==> src/rtl/page_freelist_pkg.sv <==
// page_freelist shared types and constants.
// Page address width default for the linked-list buffer.
package page_freelist_pkg;

   localparam int LL_PG_ASZ = 4;

   typedef enum logic {
      S_INIT = 1'b0,
      S_RUN  = 1'b1
   } fl_state_e;

endpackage

==> src/rtl/page_freelist_ram.sv <==
// freelist_ram: npages x pg_asz register file.
// One write port, one asynchronous read port, no reset.
module freelist_ram #(
   parameter int aw    = 4,
   parameter int depth = 16
) (
   input  logic          clk,
   input  logic          we,
   input  logic [aw-1:0] waddr,
   input  logic [aw-1:0] wdata,
   input  logic [aw-1:0] raddr,
   output logic [aw-1:0] rdata
);

   logic [aw-1:0] mem_q [depth];

   // Single write port; contents are defined by the init sweep.
   always_ff @(posedge clk) begin
      if (we) mem_q[waddr] <= wdata;
   end

   assign rdata = mem_q[raddr];

endmodule

==> src/rtl/page_freelist.sv <==
// page_freelist: ring buffer of free page numbers.
// Serves prefetch requests and absorbs returned pages.
module page_freelist
   import page_freelist_pkg::*;
#(
   parameter int pg_asz = LL_PG_ASZ,
   parameter int npages = 1 << pg_asz
) (
   input  logic              clk,
   input  logic              reset,
   input  logic              par_srdy,
   output logic              par_drdy,
   output logic              parr_srdy,
   input  logic              parr_drdy,
   output logic [pg_asz-1:0] parr_page,
   input  logic              frp_srdy,
   output logic              frp_drdy,
   input  logic [pg_asz-1:0] frp_page,
   output logic [pg_asz:0]   free_count,
   output logic              init_done
);

   localparam logic [pg_asz-1:0] LAST = pg_asz'(npages - 1);
   localparam logic [pg_asz:0]   FULL = (pg_asz + 1)'(npages);

   fl_state_e         state_q, state_d;
   logic [pg_asz-1:0] ic_q, ic_d;
   logic [pg_asz-1:0] rd_ptr_q, rd_ptr_d;
   logic [pg_asz-1:0] wr_ptr_q, wr_ptr_d;
   logic [pg_asz:0]   cnt_q, cnt_d;
   logic [pg_asz-1:0] page_q, page_d;
   logic              rsp_q, rsp_d;
   logic              done_q, done_d;

   logic              running;
   logic              req_acc;
   logic              ret_acc;
   logic              ram_we;
   logic [pg_asz-1:0] ram_waddr;
   logic [pg_asz-1:0] ram_wdata;
   logic [pg_asz-1:0] ram_rdata;

   // Pointers wrap by compare so npages need not be a power of two.
   function automatic logic [pg_asz-1:0] ptr_inc(
      input logic [pg_asz-1:0] p
   );
      return (p == LAST) ? '0 : p + 1'b1;
   endfunction

   assign running = (state_q == S_RUN);

   // Handshakes depend only on registered state and parr_drdy.
   assign par_drdy = running & (cnt_q != '0)
                   & (~rsp_q | parr_drdy);
   assign frp_drdy = running & (cnt_q != FULL);

   assign req_acc = par_srdy & par_drdy;
   assign ret_acc = frp_srdy & frp_drdy;

   // Sweep writes identity entries; run mode writes returned pages.
   assign ram_we    = ~running | ret_acc;
   assign ram_waddr = running ? wr_ptr_q : ic_q;
   assign ram_wdata = running ? frp_page : ic_q;

   freelist_ram #(
      .aw    (pg_asz),
      .depth (npages)
   ) u_ram (
      .clk   (clk),
      .we    (ram_we),
      .waddr (ram_waddr),
      .wdata (ram_wdata),
      .raddr (rd_ptr_q),
      .rdata (ram_rdata)
   );

   // Next-state for sweep, pointers, count and response register.
   always_comb begin
      state_d  = state_q;
      ic_d     = ic_q;
      rd_ptr_d = rd_ptr_q;
      wr_ptr_d = wr_ptr_q;
      cnt_d    = cnt_q;
      page_d   = page_q;
      rsp_d    = rsp_q;
      done_d   = done_q;
      unique case (state_q)
         S_INIT: begin
            ic_d = ic_q + 1'b1;
            if (ic_q == LAST) begin
               state_d  = S_RUN;
               ic_d     = '0;
               rd_ptr_d = '0;
               wr_ptr_d = '0;
               cnt_d    = FULL;
               done_d   = 1'b1;
            end
         end
         S_RUN: begin
            if (req_acc) begin
               page_d   = ram_rdata;
               rsp_d    = 1'b1;
               rd_ptr_d = ptr_inc(rd_ptr_q);
            end else if (parr_drdy) begin
               rsp_d = 1'b0;
            end
            if (ret_acc) wr_ptr_d = ptr_inc(wr_ptr_q);
            unique case ({req_acc, ret_acc})
               2'b10:   cnt_d = cnt_q - 1'b1;
               2'b01:   cnt_d = cnt_q + 1'b1;
               default: cnt_d = cnt_q;
            endcase
         end
      endcase
   end

   // FSM and all registered outputs; reset restarts the sweep.
   always_ff @(posedge clk or negedge reset) begin
      if (!reset) begin
         state_q  <= S_INIT;
         ic_q     <= '0;
         rd_ptr_q <= '0;
         wr_ptr_q <= '0;
         cnt_q    <= '0;
         page_q   <= '0;
         rsp_q    <= 1'b0;
         done_q   <= 1'b0;
      end else begin
         state_q  <= state_d;
         ic_q     <= ic_d;
         rd_ptr_q <= rd_ptr_d;
         wr_ptr_q <= wr_ptr_d;
         cnt_q    <= cnt_d;
         page_q   <= page_d;
         rsp_q    <= rsp_d;
         done_q   <= done_d;
      end
   end

   assign parr_srdy  = rsp_q;
   assign parr_page  = page_q;
   assign free_count = cnt_q;
   assign init_done  = done_q;

endmodule
==> config.mk <==
export PLATFORM = sky130hd
export DESIGN_NAME = page_freelist
export DESIGN_NICKNAME = d
export VERILOG_FILES = /design/src/rtl/page_freelist_pkg.sv /design/src/rtl/page_freelist_ram.sv /design/src/rtl/page_freelist.sv
export SDC_FILE = /design/constraint.sdc
export NUM_CORES = 1
export LEC_CHECK = 0
export CAP_MARGIN = 5
export CORE_MARGIN = 1
export CORE_UTILIZATION = 55
export CTS_CLUSTER_DIAMETER = 80
export CTS_CLUSTER_SIZE = 14
export DETAILED_ROUTE_END_ITERATION = 16
export GPL_TIMING_DRIVEN = 1
export PLACE_DENSITY_LB_ADDON = 0.15
export SYNTH_ARGS = -nofsm -noshare
export SYNTH_HDL_FRONTEND = slang
export SYNTH_SLANG_ARGS = --single-unit
==> constraint.sdc <==
create_clock -name clk -period 7.15 [get_ports clk]
set_clock_uncertainty 0.1 [all_clocks]
set_input_delay 1.0725 -clock clk [delete_from_list [all_inputs] [get_ports clk]]
set_output_delay 1.0725 -clock clk [all_outputs]
set_load 0.03 [all_outputs]
# Word-level counts from Yosys, hierarchy flattened
# Memories as Yosys holds them, arrays and structs flattened. A register that Yosys moved wholly into a read port is not among the register bits.
# Index checks and enable logic that the tools add are counted.
# word_totals
in_bits,9
mem_bits_rw,64
output_inout_bits,13
word_cells,60
n_memories,1
latchBits,0
regBits,20
mem_bits_ro,0
# classes
reduce_logical,9
mux,19
bitwise_logic,9
magnitude_cmp,0
n_mul,0
addsub,5
n_div,0
eq_ne,10
shift,0
# mem_list
name,words,word_bits,read_ports,rd_clocked_by_memory_dff,write_ports,line_no,source
u_ram.mem_q,16,4,1,1,1,page_freelist_ram.sv:15,logic [aw-1:0] mem_q [depth];
# ops
operator,count
2-to-1 mux 4 bit,8
case mux 5 bit (2 select lines),2
case mux 4 bit (2 select lines),2
adder 4 x 1 -> 4 bit (second input constant),3
equality test 4 bit (second input constant),3
AND reduction 2 bit,6
2-to-1 mux 1 bit,6
inequality test 2 x 1 -> 1 bit (second input constant),3
adder 5 x 1 -> 5 bit (second input constant),1
bitwise AND 1 bit,5
2-to-1 mux 5 bit,1
inequality test 5 bit (second input constant),1
nonzero test 5 bit,1
subtractor 5 x 1 -> 5 bit (second input constant),1
inequality test 3 x 1 -> 1 bit (second input constant),1
equality test 2 x 1 -> 1 bit (second input constant),1
equality test 2 bit (second input constant),1
NOT 1 bit,2
bitwise OR 1 bit,2
nonzero test 2 bit,1
zero test 1 bit,1

# Depth between registers and ports, before layout
# Gate-level depths: netlist of run 1.
# depth
word_depth,7
ltp_mapped,9
depth_no_buf,9

# Cells and area by module
# From an unflattened synthesis of run 1, not the netlist that was laid out.
# hier_totals
hier_cells,278
area_unflattened_um2,3980.1
# by_module_without_submodules
module,cells_each,n_inst,area_each_um2,seq_area_each_um2
freelist_ram,126,1,2586.2,1921.8
page_freelist,152,1,1393.8,600.6

# Worst setup path after synthesis of run 1
# Ideal clock, no wire load.
# synth_path
path_kind,reg2reg
start,"register cnt_q[1], in the netlist free_count[1]"
end,"register cnt_q[4], in the netlist free_count[4]"
arrival_time_ns,2.818
n_path_buf,0
path_stages_with_launch,10
required_time_ns,6.919
synth_period_minus_slack_ns,3.049
setup_time_ns,0.131
path_slack_ns,4.101
cell_sequence,dfrtp_1 or4_4 o2111ai_2 nand2_1 fa_1 a21o_1 a21oi_1 nand2_1 nor3_1 nor4_2
# synth_between
elab_chain_cells,7
word_cells_on_any_way,15
cone_classes,add/sub: 2; eq/ne: 4; mux: 2; bitwise: 5; reduce/logical: 2
# synth_lines
item,line_no,source
"start, declared",page_freelist.sv:30,"logic [pg_asz:0] cnt_q, cnt_d;"
"start signal, assigned",page_freelist.sv:133,cnt_q <= cnt_d;
nonzero test 5 bit,page_freelist.sv:53,assign par_drdy = running & (cnt_q != '0)
bitwise AND 1 bit,page_freelist.sv:53,
bitwise AND 1 bit,page_freelist.sv:54,& (~rsp_q | parr_drdy);
bitwise AND 1 bit,page_freelist.sv:57,assign req_acc = par_srdy & par_drdy;
equality test 2 x 1 -> 1 bit or equality test 2 bit (tied branches),page_freelist.sv:108,"unique case ({req_acc, ret_acc})"
case mux 5 bit (2 select lines) or inequality test 3 x 1 -> 1 bit (tied branches),--,
case mux 5 bit (2 select lines) or AND reduction 2 bit (tied branches),--,
# Parallel ways exist; a longest one is shown, timed or not.
# A chain may end at the register's enable or synchronous reset.

# Final worst setup path of run 1
# layout_path
start,input parr_drdy
end,output par_drdy
# layout_between
elab_chain_cells,2
# layout_lines
item,line_no,source
"start, declared",page_freelist.sv:14,"input logic parr_drdy,"
bitwise OR 1 bit,page_freelist.sv:54,
bitwise AND 1 bit,page_freelist.sv:54,
"end, declared",page_freelist.sv:12,"output logic par_drdy,"
# No other way between the ends.

==> results.sh, run 1 <==
export IMPL_syn_nets=291
export IMPL_num_vias=2338
export IMPL_synth_edf_count=64
export IMPL_grt_max_degree=35
export IMPL_syn_inst=274
export IMPL_antenna_found_initial=0
export IMPL_yosys_cell_types_count=46
export IMPL_yosysSeqAreaShare_pct=64.20
export IMPL_cts_root_buf="clkbuf_8"
export IMPL_period_minus_slack_ns=3.807
export IMPL_routabilityCongestion=0.7941
export IMPL_nets=314
export IMPL_clk_latency_ns=0.35
export IMPL_fin_tns_setup_ns=0
export IMPL_cts_sinks=88
export IMPL_wirelength_mm=7.474
export IMPL_required_ns=5.98
export IMPL_cts_tree="done"
export IMPL_ioPinCount=22
export IMPL_crit_fanout=3
export IMPL_max_cap_violations=0
export IMPL_status="completed"
export IMPL_fin_crit_sh_pct=53.25
export IMPL_grt_overflow=0
export IMPL_vias_per_cell=5.874
export IMPL_drive_gt1_share_pct=14.90
export IMPL_dr_pass1_iters=4
export IMPL_rsz0062_at_grt="false"
export IMPL_postSynthAreaPerCell_um2=14.34
export IMPL_die_h_um=86.52
export IMPL_grt_pass1_wl_mm=11.83
export IMPL_reg2regPathDepth=9
export IMPL_cts_buffers=9
export IMPL_cts_buffer_depth=2
export IMPL_dpl_cell_area_um2=4215
export IMPL_port_buffers=21
export IMPL_finalSetupViolations=0
export IMPL_die_x_um=86.52
export IMPL_dominantRegCellSynth="edfxtp_1"
export IMPL_design_area_um2=4468
export IMPL_h_tree_depth=3
export IMPL_grt_pass1_vias=2234
export IMPL_arrival_ns=2.63
export IMPL_crit_path_end_kind="output pin"
export IMPL_tightestPinTransition_ns=1.141
export IMPL_setup_worst_path_start_class="input port"
export IMPL_ctsHoldBuffers=0
export IMPL_fmax_ghz=0.2627
export IMPL_path_clk_slew_ns=0.09
export IMPL_drc_errors=0
export IMPL_wl_per_cell_um=18.78
export IMPL_mappedNetlistArea_um2=3929
export IMPL_worstSetupPathType="input port to output pin"
export IMPL_pwr_density_cell_nw_per_um2=377.1
export IMPL_synth_seq_cells=88
export IMPL_place_hpwl_mm=5.072
export IMPL_grt_use_total_pct=22.18
export IMPL_leakagePower_uw=0.001592
export IMPL_drtIter0Drc=127
export IMPL_slew_headroom_pct=23.95
export IMPL_die_area_um2=7485
export IMPL_area_growth_pct=13.73
export IMPL_synthArstFlopShare_pct=27.27
export IMPL_yosysWarnings=0
export IMPL_rrSetupSlack_ns=3.78
export IMPL_hold_depth=1
export IMPL_fp_row_count=30
export IMPL_ir_worst_vdd_v=0.0002037
export IMPL_coreArea_um2=6832
export IMPL_final_hold_violation_count=0
export IMPL_antennaDiodeCount=0
export IMPL_initial_core_util_pct=57.51
export IMPL_finalMaxSlewViolations=0
export IMPL_postCtsSetupBuffers=0
export IMPL_hold_path_class="register to register"
export IMPL_ctsResizeCount=0
export IMPL_ant_nets=0
metrics by stage:
stage	std cells	setup slack, ns	total power [uW]	hold WS, ns	utilization, %
global placement	381	3.332	1298	0.3489	61.70
finish	398	3.343	1685	0.3880	65.40
detailed placement	381	3.251	1309	0.3754	61.70
CTS	397	3.335	1692	0.3975	65.00
global route	398	3.188	1774	0.4034	65.40
floorplan	274	4.101	1145	0.3582	-
Yosys cell counts (2+ instances only):
library cell / number / area, um^2
dfrtp_1: 24 / 600.6
a22o_1: 2 / 17.52
mux2i_1: 10 / 100.1
ha_1: 7 / 87.58
nand3_1: 7 / 35.03
o221ai_1: 4 / 35.03
o21ai_0: 8 / 40.04
clkbuf_1: 7 / 26.28
o31ai_1: 3 / 22.52
nand2_1: 42 / 157.7
a21o_1: 2 / 15.01
nand2b_1: 4 / 25.02
inv_1: 6 / 22.52
a21oi_1: 6 / 30.03
edfxtp_1: 64 / 1922
nor2_1: 22 / 82.58
nor3_1: 2 / 10.01
o22ai_1: 3 / 18.77
buf_2: 2 / 10.01
mux4_2: 16 / 360.4
xnor2_1: 3 / 26.28
mux2_2: 2 / 22.52
o211ai_1: 3 / 22.52
a31oi_1: 3 / 18.77
report_power, final:
part | leakage [uW] | switching, uW | internal (uW)
Clock | 0.000114 | 187 | 201
Sequential | 0.000865 | 128 | 627
Combinational | 0.000613 | 268 | 273
registers in the layout, indices dropped and copies added, names as in the netlist:
signal	count
ic_q	4
init_done	1
running	1
free_count	5
parr_srdy	1
rd_ptr_q	4
wr_ptr_q	4
parr_page	4
u_ram.mem_q	64
cell families after synthesis:
group	after synthesis	synth area share (%)
compound gates	45	8.439
xor+xnor	4	1.083
fa+ha+maj	8	2.739
buf+inv	17	1.879
flops	88	64.20
mux	28	12.29
simple gates	84	9.363
worst paths after layout:
path                                  startpoint                        end
setup / recovery                       parr_drdy                   par_drdy
hold / removal             init_done$_DFFE_PN0P_      init_done$_DFFE_PN0P_
setup reg to reg               running$_DFF_PN0_  free_count[4]$_DFFE_PN0P_
hold reg to reg            init_done$_DFFE_PN0P_      init_done$_DFFE_PN0P_
max in group asynchronous                  reset  free_count[1]$_DFFE_PN0P_
min in group asynchronous                  reset  free_count[3]$_DFFE_PN0P_
critical path, cell delays in order:
cell and delay (ns):
clkdlybuf4s50_1 0.47, nand2b_1 0.17, nand2_1 0.08, a21oi_1 0.16
clkdlybuf4s50_1 0.68
routing by layer:
metal	up-vias	global-route usage [%]	share of wire [%]
li1	1098	-	-
met1	1174	31.67	45
met5	-	0	0
met3	7	4.190	4.6
met2	59	34.34	49
met4	0	8.485	1.4
layout make-up:
cell class              instances  area (um^2)
clock buffers                   9        123.9
clock inverters                 7        101.3
fillers                       518         2364
inverters                       6        22.52
multi-input cells             169         1333
flip-flops and latches         88         2522
well taps                      96        120.1
repair buffers                 23        245.2
layout by cell type (no fill, tap or decap), types with 2 or more instances in the layout:
cell type / synthesis / final
clkbuf_8: 0 / 9
o21ai_0: 8 / 8
nor3_1: 2 / 2
inv_1: 6 / 6
dfrtp_1: 24 / 24
a21o_1: 2 / 2
mux2i_1: 10 / 10
nand3_1: 7 / 7
a21oi_1: 6 / 6
o22ai_1: 3 / 3
nand2_1: 42 / 42
o221ai_1: 4 / 4
o31ai_1: 3 / 3
nor2_1: 22 / 22
ha_1: 7 / 7
xnor2_1: 3 / 3
a22o_1: 2 / 2
edfxtp_1: 64 / 64
nand2b_1: 4 / 4
bufinv_16: 0 / 2
inv_6: 0 / 2
clkdlybuf4s50_1: 0 / 21
mux2_2: 2 / 2
mux4_2: 16 / 16
o211ai_1: 3 / 3
a31oi_1: 3 / 3
(Power assumes the default switching activity.)
==> run 2, diff against run 1 <==
==> constraint.sdc (replaced) <==
create_clock -name clk -period 3.6 [get_ports clk]
set_clock_uncertainty 0.1 [all_clocks]
set_input_delay 0.54 -clock clk [delete_from_list [all_inputs] [get_ports clk]]
set_output_delay 0.54 -clock clk [all_outputs]
set_load 0.03 [all_outputs]
==> run 2 against run 1 <==
  * Setup slack lost 3.0 ns
  * Global-route usage is 0.24 points higher
  * Via count increased by 0.64%
  * Final cell count is 0.75% higher
  * Count of clock-buffer cells in the layout is the same
  * Sequential power grew 96%
  * Critical path depth increased by 4
  * Sequential share of layout area grew 0.27 points
  * Die area is the same
  * Register-to-register slack worse by 3.5 ns
  * Combinational power increased by 110%
  * Critical path type is now register to register
  * Critical endpoint is now free_count[4]$_DFFE_PN0P_
==> results.sh, run 2 (synthesis results as in run 1) <==
export IMPL_h_tree_depth=3
export IMPL_hold_path_class="register to register"
export IMPL_wirelength_mm=7.649
export IMPL_setup_worst_path_start_class="register"
export IMPL_die_area_um2=7485
export IMPL_ctsHoldBuffers=0
export IMPL_rsz0062_at_grt="false"
export IMPL_area_growth_pct=13.18
export IMPL_drive_gt1_share_pct=15.74
export IMPL_cts_sinks=88
export IMPL_ir_worst_vdd_v=0.0003301
export IMPL_worstSetupPathType="register to register"
export IMPL_grtUsageMet3_pct=4.476
export IMPL_cts_buffer_depth=2
export IMPL_fill_cells=525
export IMPL_drtIter0Drc=155
export IMPL_grt_use_total_pct=22.42
export IMPL_routabilityCongestion=0.8348
export IMPL_finalSetupViolations=0
export IMPL_ioPinCount=22
export IMPL_leakagePower_uw=0.001587
export IMPL_crit_fanout=8
export IMPL_hold_end="init_done$_DFFE_PN0P_"
export IMPL_stdcell_count=401
export IMPL_gr_usage_met1_pct=30.91
export IMPL_timing_rr_end="free_count[4]$_DFFE_PN0P_"
export IMPL_hold_depth=1
export IMPL_dr_pass1_iters=4
export IMPL_nets=317
export IMPL_drc_errors=0
export IMPL_die_h_um=86.52
export IMPL_hp_start="init_done$_DFFE_PN0P_"
export IMPL_largest_reg_flops=64
export IMPL_pre_cts_ws_ns=0.3617
export IMPL_grt_pass1_vias=2285
export IMPL_rrSetupSlack_ns=0.33
export IMPL_cts_tree="done"
export IMPL_finalPower_uw=3303
export IMPL_dp_cells=385
export IMPL_finalMaxSlewViolations=0
export IMPL_status="completed"
export IMPL_final_hold_violation_count=0
export IMPL_fin_tns_setup_ns=0
export IMPL_ctsResizeCount=0
export IMPL_die_x_um=86.52
export IMPL_reg2regPathDepth=9
export IMPL_antenna_found_initial=0
export IMPL_num_vias=2353
export IMPL_fmax_ghz=0.3054
export IMPL_period_minus_slack_ns=3.275
export IMPL_final_cell_mix="edfxtp_1, nand2_1, dfrtp_1, nor2_1, clkdlybuf4s50_1"
export IMPL_pwr_density_cell_nw_per_um2=742.8
export IMPL_ant_nets=0
export IMPL_max_cap_violations=0
export IMPL_cp_startpoint="free_count[0]$_DFFE_PN0P_"
export IMPL_postCtsSetupBuffers=0
export IMPL_grt_overflow=0
export IMPL_arrival_ns=3.42
export IMPL_coreArea_um2=6832
export IMPL_regMostFlops="u_ram.mem_q"
export IMPL_vias_per_cell=5.868
export IMPL_fin_crit_sh_pct=90.96
export IMPL_wl_per_cell_um=19.07
export IMPL_initial_core_util_pct=57.51
export IMPL_cts_buffers=9
export IMPL_met2_usage_pct=35.86
export IMPL_fp_row_count=30
export IMPL_crit_path_end_kind="register"
export IMPL_slew_headroom_pct=25.42
export IMPL_cts_root_buf="clkbuf_8"
export IMPL_reg2reg_from="free_count[0]$_DFFE_PN0P_"
export IMPL_grt_max_degree=25
export IMPL_grt_pass1_wl_mm=11.98
export IMPL_required_ns=3.75
export IMPL_busiest_layer="met2"
export IMPL_final_common_cell="edfxtp_1"
export IMPL_path_clk_slew_ns=0.09
export IMPL_port_buffers=21
export IMPL_antennaDiodeCount=0
export IMPL_clk_latency_ns=0.36
export IMPL_tightestPinTransition_ns=1.115
export IMPL_place_hpwl_mm=5.250
export IMPL_setup_slack_ns=0.3253
==> run 2: cell count changes in the layout (fill, tap and decap cells not counted) <==
| cell | delta |
|---|---|
| buf_4 | +4 |
| bufinv_16 | -1 |
| clkinv_4 | +1 |
| buf_16 | -1 |
| inv_6 | +1 |
| inv_8 | -1 |
==> run 2: worst max-delay path by stage <==
stage                                 to  slack (ns)  cells after the start
2_1_floorplan  free_count[4]$_DFFE_PN0P_        0.55                      9
3_3_place_gp   free_count[4]$_DFFE_PN0P_        0.45                      9
3_5_place_dp   free_count[4]$_DFFE_PN0P_        0.36                      9
4_1_cts        free_count[4]$_DFFE_PN0P_        0.35                      9
5_1_grt        free_count[4]$_DFFE_PN0P_        0.16                      9
6_report       free_count[4]$_DFFE_PN0P_        0.33                      9
==> run 2: per-stage QoR <==
stage               hold slack (ns)  util [%]  instance area [um^2]
detailed placement           0.3548     62.14                  4245
finish                       0.3767     65.09                  4447
floorplan                    0.1444         -                  3929
global placement             0.3478     62.14                  4245
CTS                          0.3811     65.09                  4447
global route                 0.4195     65.09                  4447
==> run 2: power breakdown <==
| group | switching (uW) | internal [uW] |
|---|---|---|
| combinational | 566 | 555 |
| clock | 371 | 328 |
| sequential | 237 | 1250 |
==> run 2: worst max-delay path, cell delays in order (launching register included) <==
cell and delay [ns]:
dfrtp_1 0.49, or4_4 0.56, o2111ai_2 0.40, nand2_1 0.28, fa_1 0.45, a21o_1 0.19, a21oi_1 0.33, nand2_1 0.11
nor3_1 0.18, nor4_2 0.08
==> run 2: layout make-up <==
cell class                 instances  area (um^2)  share of cell area [%]
multi-input combinational        169         1333                   29.97
inverter                           6        22.52                  0.5065
sequential                        88         2522                   56.72
clock buffer                       9        123.9                   2.786
timing repair buffer              26        247.7                   5.571
clock inverter                     7        77.57                   1.745
tap                               96        120.1                   2.701
==> run 2: per-layer routing <==
metal	up-vias	share of wire [%]
li1	1106	-
met1	1178	45
met2	60	49
met3	9	4.8
met4	0	1.5
met5	-	0
